$ cat config.mk
export PLATFORM = sky130hd
export DESIGN_NAME = alu_cmd_sequencer
export DESIGN_NICKNAME = d
export VERILOG_FILES = /design/src/rtl/alu_cmd_sequencer.sv
export SDC_FILE = /design/constraint.sdc
export NUM_CORES = 1
export LEC_CHECK = 0
export BUFFER_PORTS_ARGS = -buffer_cell sky130_fd_sc_hd__buf_2
export CAP_MARGIN = 20
export CELL_PAD_IN_SITES_DETAIL_PLACEMENT = 0
export CELL_PAD_IN_SITES_GLOBAL_PLACEMENT = 2
export CORE_MARGIN = 10
export CORE_UTILIZATION = 40
export DETAILED_ROUTE_END_ITERATION = 12
export GPL_ROUTABILITY_DRIVEN = 0
export MAX_ROUTING_LAYER = met4
export PLACE_DENSITY = 0.85
export SYNTH_ARGS = -nofsm -noshare
export SYNTH_HDL_FRONTEND = slang
export SYNTH_SLANG_ARGS = --single-unit
export TNS_END_PERCENT = 30
$ cat constraint.sdc
create_clock -name clk -period 3.13 [get_ports clk]
set_clock_uncertainty 0.15 [all_clocks]
set_input_delay 0.1565 -clock clk [delete_from_list [all_inputs] [get_ports clk]]
set_output_delay 0.1565 -clock clk [all_outputs]
set_load 0.02 [all_outputs]
$ cat src/rtl/alu_cmd_sequencer.sv
// Command front-end for the ALU/SFU core: queues host commands, issues them one at a time,
// and holds each result behind a valid/ready handshake. `SEQ_TIMEOUT_EN` adds a WAIT watchdog.
module alu_cmd_sequencer #(
   parameter int DEPTH          = 4,
   parameter int TIMEOUT_CYCLES = 16
) (
   input  logic        clk,
   input  logic        rst,
   input  logic [15:0] cmd_data,
   input  logic        cmd_valid,
   output logic        cmd_ready,
   output logic [7:0]  core_ui,
   output logic [7:0]  core_uio,
   input  logic [7:0]  core_uo,
   input  logic [4:0]  core_flags,
   output logic [7:0]  res_data,
   output logic [3:0]  res_flags,
   output logic        res_valid,
   input  logic        res_ready
);

   localparam int AW = $clog2(DEPTH);
   localparam logic [AW:0] FULL_CNT = (AW+1)'(DEPTH);

   typedef struct packed {
      logic       mode;
      logic [2:0] sel;
      logic [7:0] payload;
   } cmd_t;

   typedef enum logic [2:0] {S_IDLE, S_ISSUE, S_WAIT, S_SETTLE, S_HOLD} state_t;

   if (DEPTH < 2 || (1 << AW) != DEPTH || TIMEOUT_CYCLES < 2) begin : g_bad_param
      $error("alu_cmd_sequencer: DEPTH must be a power of two >= 2, TIMEOUT_CYCLES >= 2");
   end

   state_t         state, state_nxt;
   cmd_t           mem [DEPTH];
   cmd_t           cur;
   logic [AW-1:0]  wr_ptr, rd_ptr;
   logic [AW:0]    count;
   logic           push, pop, result_seen, timed_out, capture;
   logic           unused_bits;

   assign unused_bits = ^{cmd_data[11:8], core_flags[4]};

   assign cmd_ready   = (count != FULL_CNT);
   assign push        = cmd_valid & cmd_ready;
   assign pop         = (state == S_IDLE) && (count != '0);
   assign result_seen = (state == S_WAIT) && core_flags[3];
   assign capture     = (state == S_SETTLE) || result_seen || timed_out;

`ifdef SEQ_TIMEOUT_EN
   localparam int TW = $clog2(TIMEOUT_CYCLES) + 1;
   logic [TW-1:0] wait_cnt;

   // Counter sits at zero outside WAIT, so it is zero on every WAIT entry.
   always_ff @(posedge clk or posedge rst) begin
      if (rst)                  wait_cnt <= '0;
      else if (state != S_WAIT) wait_cnt <= '0;
      else                      wait_cnt <= wait_cnt + 1'b1;
   end

   assign timed_out = (state == S_WAIT) && (wait_cnt == TW'(TIMEOUT_CYCLES - 1));
`else
   assign timed_out = 1'b0;
`endif

   always_ff @(posedge clk) begin
      if (push) mem[wr_ptr] <= '{cmd_data[15], cmd_data[14:12], cmd_data[7:0]};
   end

   always_ff @(posedge clk or posedge rst) begin
      if (rst) begin
         wr_ptr <= '0;
         rd_ptr <= '0;
         count  <= '0;
         cur    <= '0;
      end else begin
         if (push) wr_ptr <= wr_ptr + 1'b1;
         if (pop) begin
            rd_ptr <= rd_ptr + 1'b1;
            cur    <= mem[rd_ptr];
         end
         case ({push, pop})
            2'b10:   count <= count + 1'b1;
            2'b01:   count <= count - 1'b1;
            default: count <= count;
         endcase
      end
   end

   always_ff @(posedge clk or posedge rst) begin
      if (rst) state <= S_IDLE;
      else     state <= state_nxt;
   end

   always_comb begin
      state_nxt = state;
      case (state)
         S_IDLE:   if (pop) state_nxt = S_ISSUE;
         S_ISSUE:  state_nxt = cur.mode ? S_SETTLE : S_WAIT;
         S_WAIT:   if (result_seen || timed_out) state_nxt = S_HOLD;
         S_SETTLE: state_nxt = S_HOLD;
         S_HOLD:   if (res_ready) state_nxt = S_IDLE;
         default:  state_nxt = S_IDLE;
      endcase
   end

   // Pins follow `cur` continuously; only the ALU start bit depends on state.
   always_comb begin
      core_ui  = '0;
      core_uio = '0;
      if (cur.mode) begin
         core_ui  = cur.payload;
         core_uio = {3'b000, 1'b1, 1'b0, cur.sel};
      end else begin
         core_ui  = {(state == S_ISSUE), cur.sel, cur.payload[3:0]};
         core_uio = {4'b0000, cur.payload[7:4]};
      end
   end

   always_ff @(posedge clk or posedge rst) begin
      if (rst) begin
         res_data  <= '0;
         res_flags <= '0;
         res_valid <= 1'b0;
      end else if (capture) begin
         res_valid <= 1'b1;
         // A result sampled on the watchdog edge wins over the timeout.
         if (timed_out && !result_seen) begin
            res_data  <= '0;
            res_flags <= 4'b1000;
         end else begin
            res_data  <= core_uo;
            res_flags <= {1'b0, core_flags[2:0]};
         end
      end else if (state == S_HOLD && res_ready) begin
         res_valid <= 1'b0;
      end
   end

endmodule

* Yosys cells after proc, flatten, opt, wreduce, memory -nomap -nowiden
Memories as Yosys holds them, arrays and structs flattened. A register that Yosys moved wholly into a read port is not among the register bits.
Index checks and enable logic that the tools add are counted.
** Storage, ports and cells
- RAM bits :: 48
- Output and inout port bits :: 30
- Flip-flop bits (word level) :: 22
- Word-level logic and storage cells :: 44
- Memories kept :: 1
- Input bits :: 33
- Bits in latches :: 0
- Bits in read-only memories :: 0
** Memories
- mem :: words 4, bits a word 12, read ports 1, clocked after memory_dff 1, write ports 1, RTL line 38 : cmd_t mem [DEPTH];
** Cells by class
- $add $sub $neg :: 4
- Div/mod/pow operators :: 0
- Order comparisons :: 0
- Bitwise operators :: 1
- Multipliers :: 0
- Muxes and demuxes :: 12
- Eq/ne operators :: 10
- Shift operators :: 0
- Reduce and logical (&&, ||, !) cells :: 9
** Operators with widths (count)
- 3-bit one-hot mux with 5 select lines :: 1
- 3-bit 2-to-1 mux :: 3
- 8-bit 2-to-1 mux :: 1
- 3-bit by 2-bit equality test with 1-bit output (second input constant) :: 2
- 2-bit inequality test (second input constant) :: 3
- 3-bit one-hot mux with 2 select lines :: 1
- 1-bit 2-to-1 mux :: 5
- 5-bit 2-to-1 mux :: 1
- 2-bit by 1-bit adder with 2-bit output (second input constant) :: 2
- 2-bit nonzero test :: 2
- 3-bit by 1-bit adder with 3-bit output (second input constant) :: 1
- 3-bit by 1-bit equality test with 1-bit output (second input constant) :: 1
- 3-bit equality test (second input constant) :: 1
- 1-bit logical AND :: 3
- 3-bit logical NOT :: 1
- 3-bit inequality test (second input constant) :: 1
- 3-bit AND reduction :: 1
- 3-bit nonzero test :: 1
- 3-bit by 1-bit subtractor with 3-bit output (second input constant) :: 1
- 2-bit by 1-bit equality test with 1-bit output (second input constant) :: 1
- 2-bit equality test (second input constant) :: 1
- 1-bit AND :: 1
- 1-bit logical OR :: 1

* Logic depth before layout (Yosys ltp)
- Depth in word-level cells :: 4
- Mapped depth :: 11
- Depth with buffers taken out :: 9

* Worst setup path before layout
No wires, ideal clock.
- Path kind :: register to register
- Start point :: register state[1]
- End point :: register count[2]
- Clock period less this slack :: 2465 ps
- Setup time :: 79 ps
- Cell stages (with the launch flop) :: 11
- Buffers on the path :: 2
- Arrival :: 2236 ps
- Path slack :: 665 ps
- Data required time :: 2901 ps
- Cell sequence :: dfrtp_1 > or4_1 > buf_6 > buf_12 > inv_1 > ha_1 > inv_1 > fa_1 > xor2_1 > nor2_1 > xor2_1
** Between the ends
- Cells in the longest elaborated chain, start to end :: 4
- Elaborated cells between the ends (all ways) :: 6
- Those cells by class :: 2 x eq/ne; 1 x mux; 3 x reduce/logical
** Ends and longest elaborated chain
- start: declaration :: RTL line 37 : state_t state, state_nxt;
- start signal: assignment :: RTL line 95 : else state <= state_nxt;
- 3-bit logical NOT * :: RTL line 49 : assign pop = (state == S_IDLE) && (count != '0);
- 1-bit logical AND * :: RTL line 49
- named net pop :: RTL line 42 : logic push, pop, result_seen, timed_out, capture;
- 2-bit by 1-bit equality test with 1-bit output / 2-bit equality test (equally long branches) :: RTL line 85 : case ({push, pop})
- 3-bit one-hot mux with 2 select lines / 2-bit nonzero test (equally long branches)
- end signal: assignment :: RTL line 86 : 2'b10: count <= count + 1'b1;
- end signal: assignment :: RTL line 87 : 2'b01: count <= count - 1'b1;
- end signal: assignment :: RTL line 88 : default: count <= count;
- end: declaration :: RTL line 41 : logic [AW:0] count;
Mark *: on every way through the listed nets, which the timed path passes. The rest lies on a longest branch.
A chain may end at the register's enable or synchronous reset.

* Worst setup path after layout
- Start point :: register count[0]
- End point :: register count[2]
** Between the ends
- Cells in the longest elaborated chain, start to end :: 4
- Elaborated cells between the ends (all ways) :: 10
- Those cells by class :: 2 x add/sub; 3 x eq/ne; 1 x mux; 1 x bitwise; 3 x reduce/logical
** Ends and longest elaborated chain (RTL line)
- 3-bit inequality test / 3-bit nonzero test (equally long branches) :: 47, 49
- 1-bit AND / 1-bit logical AND (equally long branches) :: 48, 49
- 2-bit by 1-bit equality test with 1-bit output / 2-bit equality test (equally long branches) :: 85
- 3-bit one-hot mux with 2 select lines / 2-bit nonzero test (equally long branches)
Several ways; a longest one is shown, not always the timed one.

==> run_results.csv <==
group,metric,value,unit
run_status,status,"complete, no violations",
worst_setup_path,critPathTopFamily,"simple AND/OR/NAND/NOR gates",
worst_setup_path,cp-startpoint,"count[0]",
logic_synthesis,synth_compound_area_share,1.22,%
logic_synthesis,synth_top_family_by_area,"multiplexers",
routing,finalWirelength,6.04,mm
worst_setup_path,worstReg2RegStart,"count[0]",
finish,fill_cells,706,
logic_synthesis,synthTopCellsByArea,"edfxtp_1, dfrtp_1, mux4_2",
global_routing,antenna_found_initial,0,
worst_setup_path,crit_end,"count[2]",
worst_setup_path,crit_required,3250,ps
logic_synthesis,synth_area_per_cell,18.0,sq um
logic_synthesis,ys_top_cells_by_count,"edfxtp_1, dfrtp_1, mux2_2, mux4_2, inv_1",
logic_synthesis,synth_mux_area_share,19.4,%
routing,antenna_left,0,
logic_synthesis,synth_cell_types,33,
worst_setup_path,cp.buffers_inverters,2,
global_routing,grt_usage,10.1,%
sta,fin_crit,2460,ps
power,clkPwrFrac,18.0,%
worst_setup_path,crit_chain,"or3b_1, and2_1, inv_1, ha_1, inv_1, fa_1, xor2_1, nor2_1, xor2_1",
finish,nets,308,
routing,vias,1766,
die,start_util,41.1,%
sta,tns,0,ps
cts,cts-root-buf,"clkbuf_8",
die,die_x,112,um
cts,cts_tree,"yes",
min_path,hp-class,"in -> reg",
routing,viasPerCell,4.66,
power,power.switching,1.48,mW
logic_synthesis,yosysTopAreaCell,"edfxtp_1",
worst_setup_path,arrival,2580,ps
cts,cts_buffer_depth,2,
logic_synthesis,synth-seq-cells,82,
worst_setup_path,critical_path_class,"reg -> reg",
routing,dr.pass1.iters,4,
worst_setup_path,slowest_stage,"or3b_1",
finish,finalNonFillerCells,379,
die,die_h,112,um
cts,cts_num_sinks,82,
logic_synthesis,ys_seq_area_share,67.5,%
power,p_per_area,1000,nW/um^2
sta,rsz0062_at_grt,"false",
logic_synthesis,synthAdderAreaFrac,2.43,%
global_routing,grt_overflow,0,
sta,timing.fmax,0.406,GHz
sta,hold_violations,0,
die,rows,33,
power,pwr-share-comb,39.2,%
power,vdd_drop_max,337,uV
sta,worst_pin_slew,628,ps
worst_setup_path,r2r_setup_slack,670,ps
power,power,4.17,mW
cts,cts_buffers,9,
sta,maxSlewHeadroom,58.1,%
power,switching_share,35.6,%
die,dieArea,12600,sq um
finish,utilization,50.5,%
global_routing,grt_pass1_wl,9.85,mm
logic_synthesis,synthDominantCellAreaShare,42.4,%
logic_synthesis,synthArstFlopShare,41.5,%
power,p_int,2.69,mW
logic_synthesis,synth_edf_count,48,
logic_synthesis,synth_area,3400,sq um
job,drv_cap,0,
cts,cts_resized,0,
worst_setup_path,reg2reg_depth,9,
logic_synthesis,yosys_warnings,0,
cts,clk_latency,350,ps
power,p_leak,1.71,nW
cts,cts_max_level,3,
die,core_area,8260,sq um
sta,slew_violations,0,
logic_synthesis,synthXorXnorAreaFrac,1.55,%
logic_synthesis,synth_ff_type,"edfxtp_1",
routing,initialDrtViolationCount,49,
sta,finalSetupViolCount,0,
global_routing,grt_pass1_vias,1903,
worst_setup_path,path_depth,9,
finish,drive_gt1_share,42.0,%
routing,drc,0,
finish,num_antenna_cells,0,
place,dp.cells,337,
logic_synthesis,synth_simple_gate_area_share,3.17,%
global_routing,grt_max_degree,35,
power,p_seq_share,42.7,%
worst_setup_path,cp-start-kind,"register",
routing,routedWlPerCell,15.9,um
worst_setup_path,crit_path_max_fanout,6,
sta,fin_crit_sh,78.7,%
place,hpwl,4.18,mm
cts,path_clk_slew,90,ps
worst_setup_path,r2r_end,"count[2]",
finish,syn2layout_area_growth,22.8,%
worst_setup_path,critPathMaxStageDelay,480,ps
logic_synthesis,synth_most_common_cell,"edfxtp_1",
die,io_pins,63,
worst_setup_path,end_kind,"register",
logic_synthesis,syn_inst,189,
place,portBuffers,53,
layout make-up:
class,instances,area [sq um],share of cell area (%)
sequential,82,2290,54.9
clock buffer,9,124,2.97
clock inverter,7,81.3,1.95
multi-input combinational,84,957,22.9
tap,105,131,3.15
timing repair buffer,82,548,13.1
inverter,10,37.5,0.900
metrics by stage:
| step | hold WS (ps) | cell area, sq um | setup slack (ps) |
|---|---|---|---|
| after global placement | 141 | 3710 | 763 |
| after global routing | 87.1 | 4170 | 500 |
| after CTS | 57.1 | 4170 | 630 |
| after detailed placement | 136 | 3710 | 655 |
| after floorplan | 90.5 | 3410 | 665 |
| final | 67.2 | 4170 | 667 |
logic make-up (layout without fill, tap and decap cells):
| family | after synthesis | in the layout |
|---|---|---|
| mux | 44 | 44 |
| simple gates | 19 | 19 |
| compound gates | 5 | 5 |
| xor+xnor | 6 | 6 |
| flops | 82 | 82 |
| fa+ha+maj | 6 | 6 |
| buf+inv | 26 | 108 |
| other cells | 1 | 4 |
tightest hold or removal path: cells and delay by family:
family        cells  cell delay (ps)
xor+xnor          1               80
buf+inv           1              110
simple gates      1              180
sequential cells by signal, indices dropped and copies added, names as in the netlist:
name	flops
mem	48
cur	12
res_data	8
count	3
res_flags	3
state	3
rd_ptr	2
wr_ptr	2
res_valid	1
power groups by stage:
stage / combinational (mW) / sequential [mW] / clock (mW)
6_report: 1.64 / 1.78 / 0.752
4_1_cts: 1.68 / 1.79 / 0.782
3_5_place_dp: 1.65 / 1.81 / 0
5_1_grt: 1.78 / 1.85 / 0.826
3_3_place_gp: 1.63 / 1.79 / 0
2_1_floorplan: 1.32 / 1.79 / 0
per-layer routing:
layer,wire [um],track usage [%],vias to the layer above,share of wire [%]
met4,79,4.06,0,1.3
li1,-,-,844,-
met3,244,3.09,4,4.0
met2,3100,16.4,36,51
met1,2620,11.4,882,43
met5,0,-,-,0
worst min path at each step:
| stage | cells past startpoint | from | to | slack (ps) |
|---|---|---|---|---|
| finish | 3 | cmd_valid | wr_ptr[0] | 70 |
| CTS | 3 | cmd_valid | wr_ptr[0] | 60 |
| global route | 3 | cmd_valid | wr_ptr[0] | 90 |
| floorplan | 1 | res_ready | state[2] | 90 |
| global placement | 3 | rst | cur[1] | 140 |
| detailed placement | 3 | rst | cur[1] | 140 |
repair_timing:
action	in CTS	in global routing
hold buffers	26	0
endpoints found under the hold margin	95	0
setup buffers	0	0
cells in the final DEF, fill, tap and decap left out, drive strengths merged, types with 3 or more instances in the layout:
cell | synthesis | layout
buf | 15 | 56
edfxtp | 48 | 48
dfrtp | 34 | 34
mux2 | 30 | 30
dlygate4sd3 | 0 | 26
inv | 10 | 14
mux4 | 12 | 12
clkbuf | 1 | 9
nor2 | 7 | 7
ha | 5 | 5
xnor2 | 4 | 4
and3 | 4 | 4
conb | 1 | 4
clkinv | 0 | 3
Note: power is estimated with default switching activity, not from simulation.
